<file path="config.mk">
export PLATFORM = sky130hd
export DESIGN_NAME = ddr_20g_enc_chk_ctrl
export DESIGN_NICKNAME = d
export VERILOG_FILES = /design/src/rtl/enc_chk_pkg.sv /design/src/rtl/ddr_20g_enc_chk_ctrl.sv
export SDC_FILE = /design/constraint.sdc
export NUM_CORES = 1
export LEC_CHECK = 0
export ABC_CLOCK_PERIOD_IN_PS = 3700
export BUFFER_PORTS_ARGS = -buffer_cell sky130_fd_sc_hd__buf_2
export CAP_MARGIN = 20
export CORE_MARGIN = 2
export CORE_UTILIZATION = 45
export CTS_CLUSTER_DIAMETER = 120
export DETAILED_ROUTE_END_ITERATION = 12
export PLACE_DENSITY = 0.68
export SLEW_MARGIN = 40
export SYNTH_ARGS = -nofsm -noshare
export SYNTH_HDL_FRONTEND = slang
export SYNTH_SLANG_ARGS = --single-unit
</file>
<file path="constraint.sdc">
create_clock -name clk -period 3.7 [get_ports clk]
set_input_delay 0.185 -clock clk [delete_from_list [all_inputs] [get_ports clk]]
set_output_delay 0.185 -clock clk [all_outputs]
set_load 0.02 [all_outputs]
</file>
<file path="src/rtl/enc_chk_pkg.sv">
// Shared definitions for the 20G encoder check-path run controller:
// FSM state encoding and default generator/drain constants.
package enc_chk_pkg;

  localparam int unsigned ST_WD = 3;

  typedef enum logic [ST_WD-1:0] {
    ST_IDLE  = 3'd0,
    ST_CLR   = 3'd1,
    ST_SEND  = 3'd2,
    ST_GAP   = 3'd3,
    ST_DRAIN = 3'd4,
    ST_LATCH = 3'd5
  } state_e;

  localparam logic [47:0]  PAD_DEF       = 48'hBBBBCCCCDDDD;
  localparam int unsigned  DRAIN_CYC_DEF = 16;

  function automatic int unsigned max_u(input int unsigned a, input int unsigned b);
    return (a > b) ? a : b;
  endfunction

endpackage

</file>
<file path="src/rtl/ddr_20g_enc_chk_ctrl.sv">
// Run controller: clears the checker, streams an indexed word sequence into it,
// drains, then latches the checker counts and a pass/fail verdict.
module ddr_20g_enc_chk_ctrl
  import enc_chk_pkg::*;
#(
  parameter int unsigned DATA_WD   = 64,
  parameter int unsigned LEN_WD    = 32,
  parameter int unsigned GAP_WD    = 8,
  parameter int unsigned DRAIN_CYC = DRAIN_CYC_DEF,
  parameter logic [47:0] PAD       = PAD_DEF
) (
  input  logic               clk,
  input  logic               rst_n,
  input  logic               cfg_start,
  input  logic               cfg_abort,
  input  logic [LEN_WD-1:0]  cfg_len,
  input  logic [GAP_WD-1:0]  cfg_gap,
  input  logic               cfg_inj_en,
  input  logic [LEN_WD-1:0]  cfg_inj_idx,
  output logic               chk_rst,
  output logic               gen_vld,
  output logic [DATA_WD-1:0] gen_data,
  input  logic [31:0]        suc_cnt,
  input  logic [31:0]        err_cnt,
  output logic               sts_busy,
  output logic               sts_done,
  output logic               sts_pass,
  output logic [31:0]        sts_suc,
  output logic [31:0]        sts_err
);

  localparam int unsigned PAD_WD = DATA_WD - 16;
  localparam int unsigned DRN_WD = $clog2(DRAIN_CYC + 1);
  localparam int unsigned CNT_WD = max_u(GAP_WD, DRN_WD);
  localparam int unsigned CMP_WD = max_u(LEN_WD, 32) + 1;

  state_e              r_state,    w_state_nxt;
  logic [LEN_WD-1:0]   r_len,      w_len_nxt;
  logic [GAP_WD-1:0]   r_gap,      w_gap_nxt;
  logic                r_inj_en,   w_inj_en_nxt;
  logic [LEN_WD-1:0]   r_inj_idx,  w_inj_idx_nxt;
  logic [LEN_WD-1:0]   r_idx,      w_idx_nxt;
  logic [CNT_WD-1:0]   r_cnt,      w_cnt_nxt;
  logic                r_chk_rst,  w_chk_rst_nxt;
  logic                r_gen_vld,  w_gen_vld_nxt;
  logic [DATA_WD-1:0]  r_gen_data, w_gen_data_nxt;
  logic                r_busy,     w_busy_nxt;
  logic                r_done,     w_done_nxt;
  logic                r_pass,     w_pass_nxt;
  logic [31:0]         r_suc,      w_suc_nxt;
  logic [31:0]         r_err,      w_err_nxt;

  logic                w_inj_hit;
  logic                w_last;
  logic                w_verdict;
  logic [CMP_WD-1:0]   w_suc_ext;
  logic [CMP_WD-1:0]   w_len_ext;

  // Word for index idx: PAD above a 16-bit wrapping index, bit 0 flipped on the injected word.
  function automatic logic [DATA_WD-1:0] f_word(input logic [LEN_WD-1:0] idx,
                                                input logic              inj_en,
                                                input logic [LEN_WD-1:0] inj_idx);
    logic [DATA_WD-1:0] w;
    w    = {PAD_WD'(PAD), 16'(idx)};
    w[0] = w[0] ^ (inj_en && (idx == inj_idx));
    return w;
  endfunction

  assign w_inj_hit = r_inj_en && (r_inj_idx < r_len);
  assign w_last    = (r_idx == (r_len - LEN_WD'(1)));
  assign w_suc_ext = CMP_WD'(suc_cnt);
  assign w_len_ext = CMP_WD'(r_len);

  // With an injected word the checker should see exactly one error and len-1 good words.
  assign w_verdict = w_inj_hit
                   ? ((w_suc_ext == (w_len_ext - CMP_WD'(1))) && (err_cnt == 32'd1))
                   : ((w_suc_ext == w_len_ext) && (err_cnt == 32'd0));

  // Next-state and next-output logic.
  always_comb begin
    w_state_nxt    = r_state;
    w_len_nxt      = r_len;
    w_gap_nxt      = r_gap;
    w_inj_en_nxt   = r_inj_en;
    w_inj_idx_nxt  = r_inj_idx;
    w_idx_nxt      = r_idx;
    w_cnt_nxt      = r_cnt;
    w_chk_rst_nxt  = 1'b0;
    w_gen_vld_nxt  = 1'b0;
    w_gen_data_nxt = r_gen_data;
    w_done_nxt     = r_done;
    w_pass_nxt     = r_pass;
    w_suc_nxt      = r_suc;
    w_err_nxt      = r_err;

    if (cfg_abort && (r_state != ST_IDLE)) begin
      w_state_nxt = ST_IDLE;
    end else begin
      case (r_state)
        ST_IDLE: begin
          if (cfg_start && !cfg_abort) begin
            w_state_nxt   = ST_CLR;
            w_len_nxt     = cfg_len;
            w_gap_nxt     = cfg_gap;
            w_inj_en_nxt  = cfg_inj_en;
            w_inj_idx_nxt = cfg_inj_idx;
            w_idx_nxt     = '0;
            w_done_nxt    = 1'b0;
            w_pass_nxt    = 1'b0;
            w_chk_rst_nxt = 1'b1;
          end
        end

        ST_CLR: begin
          if (r_len == '0) begin
            w_state_nxt = ST_DRAIN;
            w_cnt_nxt   = CNT_WD'(DRAIN_CYC);
          end else begin
            w_state_nxt    = ST_SEND;
            w_gen_vld_nxt  = 1'b1;
            w_gen_data_nxt = f_word(r_idx, r_inj_en, r_inj_idx);
          end
        end

        ST_SEND: begin
          w_idx_nxt = r_idx + LEN_WD'(1);
          if (w_last) begin
            w_state_nxt = ST_DRAIN;
            w_cnt_nxt   = CNT_WD'(DRAIN_CYC);
          end else if (r_gap != '0) begin
            w_state_nxt = ST_GAP;
            w_cnt_nxt   = CNT_WD'(r_gap);
          end else begin
            w_state_nxt    = ST_SEND;
            w_gen_vld_nxt  = 1'b1;
            w_gen_data_nxt = f_word(r_idx + LEN_WD'(1), r_inj_en, r_inj_idx);
          end
        end

        ST_GAP: begin
          if (r_cnt == CNT_WD'(1)) begin
            w_state_nxt    = ST_SEND;
            w_gen_vld_nxt  = 1'b1;
            w_gen_data_nxt = f_word(r_idx, r_inj_en, r_inj_idx);
          end else begin
            w_cnt_nxt = r_cnt - CNT_WD'(1);
          end
        end

        ST_DRAIN: begin
          if (r_cnt == CNT_WD'(1)) begin
            w_state_nxt = ST_LATCH;
          end else begin
            w_cnt_nxt = r_cnt - CNT_WD'(1);
          end
        end

        ST_LATCH: begin
          w_state_nxt = ST_IDLE;
          w_suc_nxt   = suc_cnt;
          w_err_nxt   = err_cnt;
          w_done_nxt  = 1'b1;
          w_pass_nxt  = w_verdict;
        end

        default: begin
          w_state_nxt = ST_IDLE;
        end
      endcase
    end

    w_busy_nxt = (w_state_nxt != ST_IDLE);
  end

  // State and output registers.
  always_ff @(posedge clk or negedge rst_n) begin
    if (!rst_n) begin
      r_state    <= ST_IDLE;
      r_len      <= '0;
      r_gap      <= '0;
      r_inj_en   <= 1'b0;
      r_inj_idx  <= '0;
      r_idx      <= '0;
      r_cnt      <= '0;
      r_chk_rst  <= 1'b0;
      r_gen_vld  <= 1'b0;
      r_gen_data <= '0;
      r_busy     <= 1'b0;
      r_done     <= 1'b0;
      r_pass     <= 1'b0;
      r_suc      <= '0;
      r_err      <= '0;
    end else begin
      r_state    <= w_state_nxt;
      r_len      <= w_len_nxt;
      r_gap      <= w_gap_nxt;
      r_inj_en   <= w_inj_en_nxt;
      r_inj_idx  <= w_inj_idx_nxt;
      r_idx      <= w_idx_nxt;
      r_cnt      <= w_cnt_nxt;
      r_chk_rst  <= w_chk_rst_nxt;
      r_gen_vld  <= w_gen_vld_nxt;
      r_gen_data <= w_gen_data_nxt;
      r_busy     <= w_busy_nxt;
      r_done     <= w_done_nxt;
      r_pass     <= w_pass_nxt;
      r_suc      <= w_suc_nxt;
      r_err      <= w_err_nxt;
    end
  end

  assign chk_rst  = r_chk_rst;
  assign gen_vld  = r_gen_vld;
  assign gen_data = r_gen_data;
  assign sts_busy = r_busy;
  assign sts_done = r_done;
  assign sts_pass = r_pass;
  assign sts_suc  = r_suc;
  assign sts_err  = r_err;

endmodule

</file>
==> impl_metrics.py, run 1 <==
metrics = {
    "status": {
        "status": "completed",
    },
    "routing": {
        "viasPerCell": 5.666,
        "wl_mm": 45.13,
        "avgRoutedWirePerCell_um": 19.71,
        "first_pass_iters": 5,
        "initialDrtViolationCount": 1132,
        "vias": 12980,
        "ant_nets": 0,
        "drc": 0,
    },
    "die": {
        "die_y_um": 176.6,
        "die_w_um": 176.6,
        "pin_count": 274,
        "die-area_sq_um": 31200,
        "core_sq_um": 29480,
        "start_util": 0.4550,
        "row_count": 63,
    },
    "clock_tree": {
        "path_clk_slew_ps": 60,
        "postCtsSetupRepairBufs": 0,
        "clkSinkCount": 202,
        "cts_tree": "built",
        "numCtsBuffers": 24,
        "cts_root_buf": "clkbuf_16",
        "cts_buffer_depth": 3,
        "clk-insertion-delay-late_ps": 530,
        "cts_max_level": 1,
    },
    "cells_and_area": {
        "drive_above_1_share": 0.2617,
        "multi_input_area_sq_um": 7490,
        "nets": 2057,
        "fillCellCount": 2517,
        "stdcell_count": 2290,
        "areaGrowthSynthToFinish_pct": 29.97,
        "final_cell_mix": "buf_2, nand2_1, dfrtp_1, dlygate4sd3_1, o21ai_0",
        "regArea_sq_um": 5055,
        "layout_commonest_cell": "buf_2",
    },
    "placement": {
        "hpwlAfterDp_mm": 32.03,
        "io_buffers": 257,
        "dp_cells": 2107,
        "gp_congestion": 0.9643,
    },
    "yosys": {
        "synth_area_sq_um": 13410,
        "syn_area_per_cell_sq_um": 8.900,
        "async_flop_share": 1.000,
        "ys.flop_type": "dfrtp_1",
        "ys_types": 81,
        "synth_top_cell_area_share": 0.3769,
        "ys_seq_area_frac": 0.3769,
        "yosys.area.top_type": "dfrtp_1",
        "ys_warn_count": 0,
        "synth_edf_count": 0,
        "synth_seq_cells": 202,
        "synth_cells": 1507,
        "synthTopCellsByArea": "dfrtp_1, nand2_1, mux2_2",
    },
    "timing": {
        "max_freq_ghz": 0.2858,
        "finalSetupViolations": 0,
        "period_share": 0.9457,
        "grt_setup_unrepaired": "false",
        "tns_ps": 0,
        "drv_slew": 0,
        "maxSlewHeadroom": 0.4296,
        "worst_pin_slew_ps": 855.6,
        "finClkSkew_ps": 12.57,
        "min_period_ps": 3499,
        "finalHoldViolations": 0,
    },
    "critical_path": {
        "crit_start": "r_len[6]",
        "cp-end-kind": "register",
        "critPathKind": "reg2reg",
        "cp-start-kind": "register",
        "crit_path_end": "r_cnt[0]",
        "arrival_ps": 3920,
        "r2r_slack_ps": 200,
        "cp.required_ps": 4120,
        "crit_fanout": 22,
        "r2r-end": "r_cnt[0]",
        "worstRegToRegCells": 10,
        "r2r-start": "r_len[6]",
    },
    "grt": {
        "grt-ovfl-total": 0,
        "grt_max_degree": 89,
        "grt_pass1_vias": 12810,
        "grt_pass1_wl_mm": 69.68,
        "grt_use_total": 0.2832,
        "antenna_found_initial": 1,
    },
    "run": {
        "max_cap_viol_count": 0,
    },
    "power_and_ir_drop": {
        "cellPowerDensity_nw_per_um2": 666.4,
        "p_leak_nw": 8.102,
        "peakVddDrop_uv": 383.8,
    },
    "worst_hold_path": {
        "hp-class": "in2reg",
    },
}
-- flip-flops by register name, summed over array words and instances, names as in the netlist --
signal     cells
r_state        3
r_gap          8
sts_done       1
r_idx         32
r_len         32
r_inj_idx     32
gen_vld        1
sts_suc       32
sts_pass       1
r_cnt          8
sts_err       32
sts_busy       1
gen_data      17
r_inj_en       1
chk_rst        1
-- per-stage QoR --
step | utilization | area (sq um) | worst slack (ps) | total power [W] | hold slack, ps
after detailed placement | 0.5139 | 15150 | 194.7 | 0.008766 | 315.0
after global routing | 0.5913 | 17430 | 9.670 | 0.01230 | 17.99
final | 0.5913 | 17430 | 200.9 | 0.01162 | 14.19
after CTS | 0.5898 | 17390 | 205.5 | 0.01154 | 1.778
after floorplan | - | 13470 | 405.3 | 0.007126 | -110.6
after global placement | 0.5139 | 15150 | 272.2 | 0.008683 | 313.4
-- where the power goes --
part           internal (W)  switching, W  leakage [nW]  total, W
combinational       0.00222       0.00319          5.07   0.00541
clock               0.00164      0.000974         0.423   0.00262
sequential          0.00275      0.000840          2.61   0.00359
-- area by class of cell --
cell class / count / area share
Multi-Input combinational cell: 1125 / 0.4296
Sequential cell: 202 / 0.2900
Timing Repair Buffer: 475 / 0.1911
Clock buffer: 34 / 0.03955
Tap cell: 390 / 0.02799
Inverter: 53 / 0.01141
Clock inverter: 10 / 0.01019
Antenna cell: 1 / 0.0001435
-- how the worst min path moves through the flow --
stage | startpoint | end | slack, ps | cells after the start
2_1_floorplan | rst_n | chk_rst | -110 | 0
4_1_cts | suc_cnt[3] | sts_suc[3] | 2 | 2
3_3_place_gp | rst_n | gen_vld | 310 | 1
6_report | suc_cnt[3] | sts_suc[3] | 10 | 2
3_5_place_dp | rst_n | gen_vld | 320 | 1
5_1_grt | suc_cnt[22] | sts_suc[22] | 20 | 2
-- layer usage --
layer | vias up | global-route usage | wire length, um
met1 | 6218 | 0.3730 | 18900
met4 | 0 | 0.1229 | 2043
met2 | 612 | 0.4639 | 21110
met3 | 124 | 0.04231 | 3084
met5 | - | 0 | 0
li1 | 6021 | - | -
-- logic make-up after synthesis --
| group | synth area share |
|---|---|
| multiplexers | 0.07817 |
| AO/OA/AOI/OAI | 0.1245 |
| buffers and inverters | 0.07071 |
| XOR/XNOR | 0.09795 |
| other | 0.0002796 |
| AND/OR/NAND/NOR | 0.2188 |
| adder cells (fa/ha/maj) | 0.03265 |
| flip-flops | 0.3769 |
-- synth_stat cells (40+ instances only) --
cell,count
nor2_1,70
xor2_1,76
nor4_1,41
dfrtp_1,202
o21ai_0,109
nand4_1,40
inv_1,53
mux2_2,77
nand2_1,237
nand3_1,50
clkbuf_1,77
buf_4,47
xnor2_1,74
-- repair_timing --
action	CTS	global route
hold buffers	137	0
resized for setup	0	3
endpoints found under the setup margin	0	1
hold endpoints to repair	222	0
-- worst max-delay path: stages (launching register included) --
cell,delay [ps]
dfrtp_1,450
nor4_4,410
nand4_2,180
buf_12,200
nor3_1,290
mux2_2,370
o21ai_0,360
nand4_1,230
nor4_4,310
o21a_1,260
mux2_2,340
Power figures use the tool's default switching activity.
==> run 2: changes to the inputs <==
Settings changed: ABC_CLOCK_PERIOD_IN_PS 3700 to 4270, CORE_UTILIZATION 45 to 61, PLACE_DENSITY 0.68 to 0.87.
Clock period 3.7 ns to 4.27 ns, I/O delays scaled along.
==> run 2 against run 1 <==
- total power decreased by 16%
- clock power decreased by 21%
- combinational power decreased by 17%
- worst hold slack got worse by 7.1 ps
- maximum frequency decreased by 10%
- flip-flop and latch count unchanged
- wire length increased by 0.76%
- die area decreased by 26%
- clock skew increased by 14 ps
- global-route usage increased by 9.9 points
- register-to-register slack improved by 170 ps
==> impl_metrics.py, run 2 (synthesis results as in run 1) <==
metrics = {
    "status": {
        "status": "completed",
    },
    "critical_path": {
        "cp-start-kind": "register",
        "worstRegToRegCells": 9,
        "r2r-start": "r_idx[3]",
        "cp.required_ps": 4750,
        "critPathKind": "reg2reg",
        "r2r-end": "gen_data[0]",
        "crit_fanout": 12,
        "arrival_ps": 4370,
        "r2r_slack_ps": 370,
        "cp-end-kind": "register",
    },
    "routing": {
        "drc": 0,
        "first_pass_iters": 6,
        "met3WireLength_mm": 4.367,
        "wl_mm": 45.48,
        "vias": 13220,
        "dr.max_layer_used": "met4",
        "wl_met2_mm": 22.07,
        "initialDrtViolationCount": 1596,
        "wl_met1_mm": 16.99,
        "avgRoutedWirePerCell_um": 21.51,
        "viasPerCell": 6.252,
        "ant_nets": 0,
    },
    "die": {
        "die_w_um": 152.3,
        "die_y_um": 152.3,
        "pin_count": 274,
        "die-area_sq_um": 23190,
        "start_util": 0.6184,
        "row_count": 54,
        "core_sq_um": 21690,
    },
    "timing": {
        "finalHoldViolations": 0,
        "max_freq_ghz": 0.2565,
        "maxSlewHeadroom": 0.4249,
        "period_share": 0.9130,
        "grt_setup_unrepaired": "false",
        "drv_slew": 0,
        "min_period_ps": 3898,
        "tns_ps": 0,
        "finClkSkew_ps": 26.13,
        "worst_pin_slew_ps": 862.6,
        "finalSetupViolations": 0,
    },
    "power_and_ir_drop": {
        "cellPowerDensity_nw_per_um2": 584.7,
        "peakVddDrop_uv": 398.5,
        "p_leak_nw": 7.761,
    },
    "clock_tree": {
        "clkSinkCount": 202,
        "cts_root_buf": "clkbuf_16",
        "cts_max_level": 1,
        "cts_tree": "built",
        "postCtsSetupRepairBufs": 0,
        "clk-insertion-delay-late_ps": 530,
        "path_clk_slew_ps": 70,
        "numCtsBuffers": 23,
        "cts_buffer_depth": 3,
    },
    "worst_hold_path": {
        "min_delay_path_depth": 2,
        "holdCritStartpoint": "suc_cnt[13]",
        "hp-class": "in2reg",
        "whs_endpoint": "sts_suc[13]",
    },
    "cells_and_area": {
        "utilization": 0.7690,
        "num_antenna_cells": 0,
        "regArea_sq_um": 5055,
        "final_cell_mix": "buf_2, nand2_1, dfrtp_1, dlygate4sd3_1, o21ai_0",
        "final_area_sq_um": 16680,
        "fillCellCount": 1404,
        "multi_input_area_sq_um": 7488,
        "drive_above_1_share": 0.2415,
        "nets": 1993,
        "layout_commonest_cell": "buf_2",
        "areaGrowthSynthToFinish_pct": 24.34,
    },
    "grt": {
        "grt_pass1_vias": 12920,
        "grt-ovfl-total": 0,
        "grt_use_total": 0.3818,
        "antenna_found_initial": 1,
        "grt_pass1_wl_mm": 71.59,
        "grt_max_degree": 117,
    },
    "placement": {
        "gp_congestion": 1.069,
        "hpwlAfterDp_mm": 30.18,
        "io_buffers": 257,
        "place_area_sq_um": 14610,
    },
    "run": {
        "max_cap_viol_count": 0,
    },
}
## run 2: cell type report
| cell class | count | share of cell area |
|---|---|---|
| sequential | 202 | 0.3031 |
| timing repair buffer | 412 | 0.1681 |
| inverter | 53 | 0.01193 |
| clock inverter | 14 | 0.009453 |
| clock buffer | 28 | 0.03744 |
| tap | 280 | 0.02101 |
| multi-input combinational | 1125 | 0.4490 |
## run 2: stage by stage
stage	setup WS (ps)	power, W	hold WS (ps)	instances
finish	371.5	0.009752	7.075	2114
global route	4.097	0.01027	1.718	2114
floorplan	975.3	0.006175	-82.09	1522
CTS	451.6	0.009557	0.2756	2114
detailed placement	469.1	0.007388	248.8	1944
global placement	501.4	0.007269	403.1	1944
## run 2: worst max path at each step
stage	from	to
after global routing	r_idx[3]	gen_data[0]
after floorplan	r_len[7]	r_cnt[0]
final	r_idx[3]	gen_data[0]
after global placement	r_idx[3]	gen_data[0]
after detailed placement	r_idx[3]	gen_data[0]
after CTS	r_idx[3]	gen_data[0]
## run 2: routing by layer
metal,GRT usage,vias to the layer above
li1,-,5880
met1,0.4798,6280
met2,0.6538,871
met3,0.07196,185
met4,0.1509,0
met5,0,-
## run 2: timing repair
action | in CTS | in global routing
setup endpoints to repair | 0 | 1
hold buffers | 128 | 0
gates resized for setup | 0 | 1
endpoints found under the hold margin | 242 | 0
## run 2: power by group
| part | internal, W | leakage (nW) | switching (W) |
|---|---|---|---|
| sequential | 0.00238 | 2.61 | 0.000825 |
| clock | 0.00123 | 0.386 | 0.000832 |
| combinational | 0.00178 | 4.76 | 0.00271 |
| total | 0.00538 | 7.76 | 0.00437 |
## run 2: worst max-delay path, cell delays in order, from the launching register on
cell and delay [ps]:
dfrtp_1 620, nand4_1 580, nor3_4 610, and4_1 290, o32ai_1 120, nor4_1 510
nand4_1 180, mux2_1 340, a2111oi_0 370, mux2_2 220
==> run 3: changes to the inputs <==
--- a/config.mk
+++ b/config.mk
@@ -14,5 +14,5 @@
 export DETAILED_ROUTE_END_ITERATION = 12
 export PLACE_DENSITY = 0.87
-export SLEW_MARGIN = 40
+export SLEW_MARGIN = 20
 export SYNTH_ARGS = -nofsm -noshare
 export SYNTH_HDL_FRONTEND = slang
==> constraint.sdc (replaced) <==
create_clock -name clk -period 4.27 [get_ports clk]
set_input_delay 0.2135 -clock clk [delete_from_list [all_inputs] [get_ports clk]]
set_output_delay 0.2135 -clock clk [all_outputs]
set_load 0.1 [all_outputs]
==> run 3 against run 2 <==
- clock skew is essentially flat
- maximum frequency up 1.0%
- flip-flop and latch count is the same
- global-route usage is 0.21 points higher
- via count grew 0.69%
- combinational power is 29% higher
- worst setup slack gained 39 ps
- worst hold slack worse by 2.6 ps
- first-iteration DRC count grew 8.1%
==> impl_metrics.py, run 3 (synthesis results as in run 1) <==
metrics = {
    "die": {
        "start_util": 0.6184,
        "row_count": 54,
        "pin_count": 274,
        "die_w_um": 152.3,
        "die-area_sq_um": 23190,
        "die_y_um": 152.3,
        "core_sq_um": 21690,
    },
    "clock_tree": {
        "cts_max_level": 1,
        "cts_buffer_depth": 3,
        "numCtsBuffers": 23,
        "clk-insertion-delay-late_ps": 540,
        "path_clk_slew_ps": 70,
        "cts_tree": "built",
        "clkSinkCount": 202,
        "cts_root_buf": "clkbuf_16",
    },
    "power_and_ir_drop": {
        "peakVddDrop_uv": 744.3,
        "p_sw_w": 0.005656,
        "power_frac_seq": 0.291,
        "p_sw_frac": 0.5127,
        "clkPwrFrac": 0.184,
        "p_leak_nw": 7.762,
        "internal_power_w": 0.005377,
        "cellPowerDensity_nw_per_um2": 661.8,
        "combPwrFrac": 0.525,
    },
    "critical_path": {
        "cp_top_family": "simple AND/OR/NAND/NOR gates",
        "critical-path-top-cell-by-count": "nand4_1",
        "critPathKind": "reg2reg",
        "r2r_slack_ps": 410,
        "r2r-start": "r_idx[3]",
        "arrival_ps": 4340,
        "crit_fanout": 12,
        "critical_path.max_stage_delay_ps": 630,
        "cp-end-kind": "register",
        "cp-start-kind": "register",
        "slowest_stage": "dfrtp_1",
        "cp.required_ps": 4750,
        "path_cells": "nand4_1 > nor3_4 > and4_1 > o32ai_1 > nor4_1 > nand4_1 > mux2_1 > a2111oi_0 > mux2_2",
        "worstRegToRegCells": 9,
        "r2r-end": "gen_data[0]",
        "crit_buf_inv": 0,
    },
    "placement": {
        "io_buffers": 257,
        "hpwlAfterDp_mm": 30.15,
        "post-place-ws_ps": 416.0,
        "gp_congestion": 1.069,
    },
    "timing": {
        "max_freq_ghz": 0.2591,
        "period_share": 0.9038,
        "tns_ps": 0,
        "finClkSkew_ps": 26.21,
        "worst_pin_slew_ps": 957.0,
        "grt_setup_unrepaired": "false",
        "setup_ws_ps": 410.9,
        "finalSetupViolations": 0,
        "maxSlewHeadroom": 0.3620,
        "finalHoldViolations": 0,
        "drv_slew": 0,
        "min_period_ps": 3859,
    },
    "routing": {
        "viasPerCell": 6.301,
        "ant_nets": 0,
        "vias": 13310,
        "drc": 0,
        "first_pass_iters": 7,
        "initialDrtViolationCount": 1726,
        "avgRoutedWirePerCell_um": 21.74,
        "wl_mm": 45.91,
    },
    "cells_and_area": {
        "regArea_sq_um": 5055,
        "areaGrowthSynthToFinish_pct": 24.30,
        "utilization": 0.7687,
        "nets": 1995,
        "drive_above_1_share": 0.2402,
        "final_cell_mix": "buf_2, nand2_1, dfrtp_1, dlygate4sd3_1, o21ai_0",
        "layout_commonest_cell": "buf_2",
        "fillCellCount": 1410,
        "multi_input_area_sq_um": 7488,
        "num_antenna_cells": 0,
    },
    "grt": {
        "grt_pass1_wl_mm": 71.62,
        "grt_pass1_vias": 12960,
        "antenna_found_initial": 1,
        "grt-ovfl-total": 0,
        "grt_use_total": 0.3839,
        "grt_max_degree": 117,
    },
    "worst_hold_path": {
        "hp-class": "in2reg",
        "whs_endpoint": "sts_suc[14]",
        "holdCritStartpoint": "suc_cnt[14]",
        "min_delay_path_depth": 2,
    },
    "status": {
        "status": "completed",
    },
    "run": {
        "max_cap_viol_count": 0,
    },
}
==> run 3: routing by layer <==
metal | global-route usage | part of all wire | routed length [um] | up-vias
li1 | - | - | - | 5874
met1 | 0.4772 | 0.37 | 16790 | 6333
met2 | 0.6519 | 0.48 | 22220 | 912
met3 | 0.07907 | 0.10 | 4600 | 188
met4 | 0.1656 | 0.050 | 2307 | 0
met5 | 0 | 0 | 0 | -
==> run 3: worst register-to-register path, stage by stage (launching register included) <==
cell and delay [ps]:
dfrtp_1 630, nand4_1 580, nor3_4 630, and4_1 290, o32ai_1 110, nor4_1 460
nand4_1 170, mux2_1 340, a2111oi_0 380, mux2_2 220
==> run 3: worst max-delay path by stage <==
| stage | start | depth (start not counted) | to | slack, ps |
|---|---|---|---|---|
| floorplan | r_len[7] | 12 | r_cnt[0] | 980 |
| global placement | r_idx[3] | 9 | gen_data[0] | 500 |
| detailed placement | r_idx[3] | 9 | gen_data[0] | 420 |
| CTS | r_idx[3] | 9 | gen_data[0] | 430 |
| global route | r_idx[3] | 9 | gen_data[0] | 90 |
| finish | r_idx[3] | 9 | gen_data[0] | 410 |
==> run 3: area by class of cell <==
| class | instances | share of cell area |
|---|---|---|
| clock inverters | 7 | 0.005553 |
| well taps | 280 | 0.02101 |
| inverters | 53 | 0.01193 |
| repair buffers | 414 | 0.1686 |
| flip-flops and latches | 202 | 0.3032 |
| clock buffers | 31 | 0.04053 |
| multi-input cells | 1125 | 0.4492 |
==> run 3: power groups by stage <==
stage               clock [W]  combinational (W)  sequential (W)
floorplan                   0            0.00414         0.00332
CTS                   0.00204            0.00562         0.00315
global route          0.00213            0.00617         0.00325
finish                0.00204            0.00579         0.00321
detailed placement          0            0.00550         0.00317
global placement            0            0.00540         0.00315
==> run 3: per-stage QoR <==
stage / power [W] / hold WS (ps) / std cells / instance area, sq um
2_1_floorplan: 0.007458 / -82.09 / 1522 / 13470
5_1_grt: 0.01154 / 7.863 / 2112 / 16670
3_3_place_gp: 0.008550 / 403.1 / 1944 / 14590
4_1_cts: 0.01081 / 3.110 / 2112 / 16660
6_report: 0.01103 / 4.518 / 2112 / 16670
3_5_place_dp: 0.008667 / 405.5 / 1944 / 14590
==> run 3: repair_timing <==
action                                 in CTS  in global routing
setup endpoints to repair                   0                  1
gates resized for setup                     0                  2
buffers inserted                            0                  0
endpoints found under the hold margin     244                  0
hold buffers                              130                  0
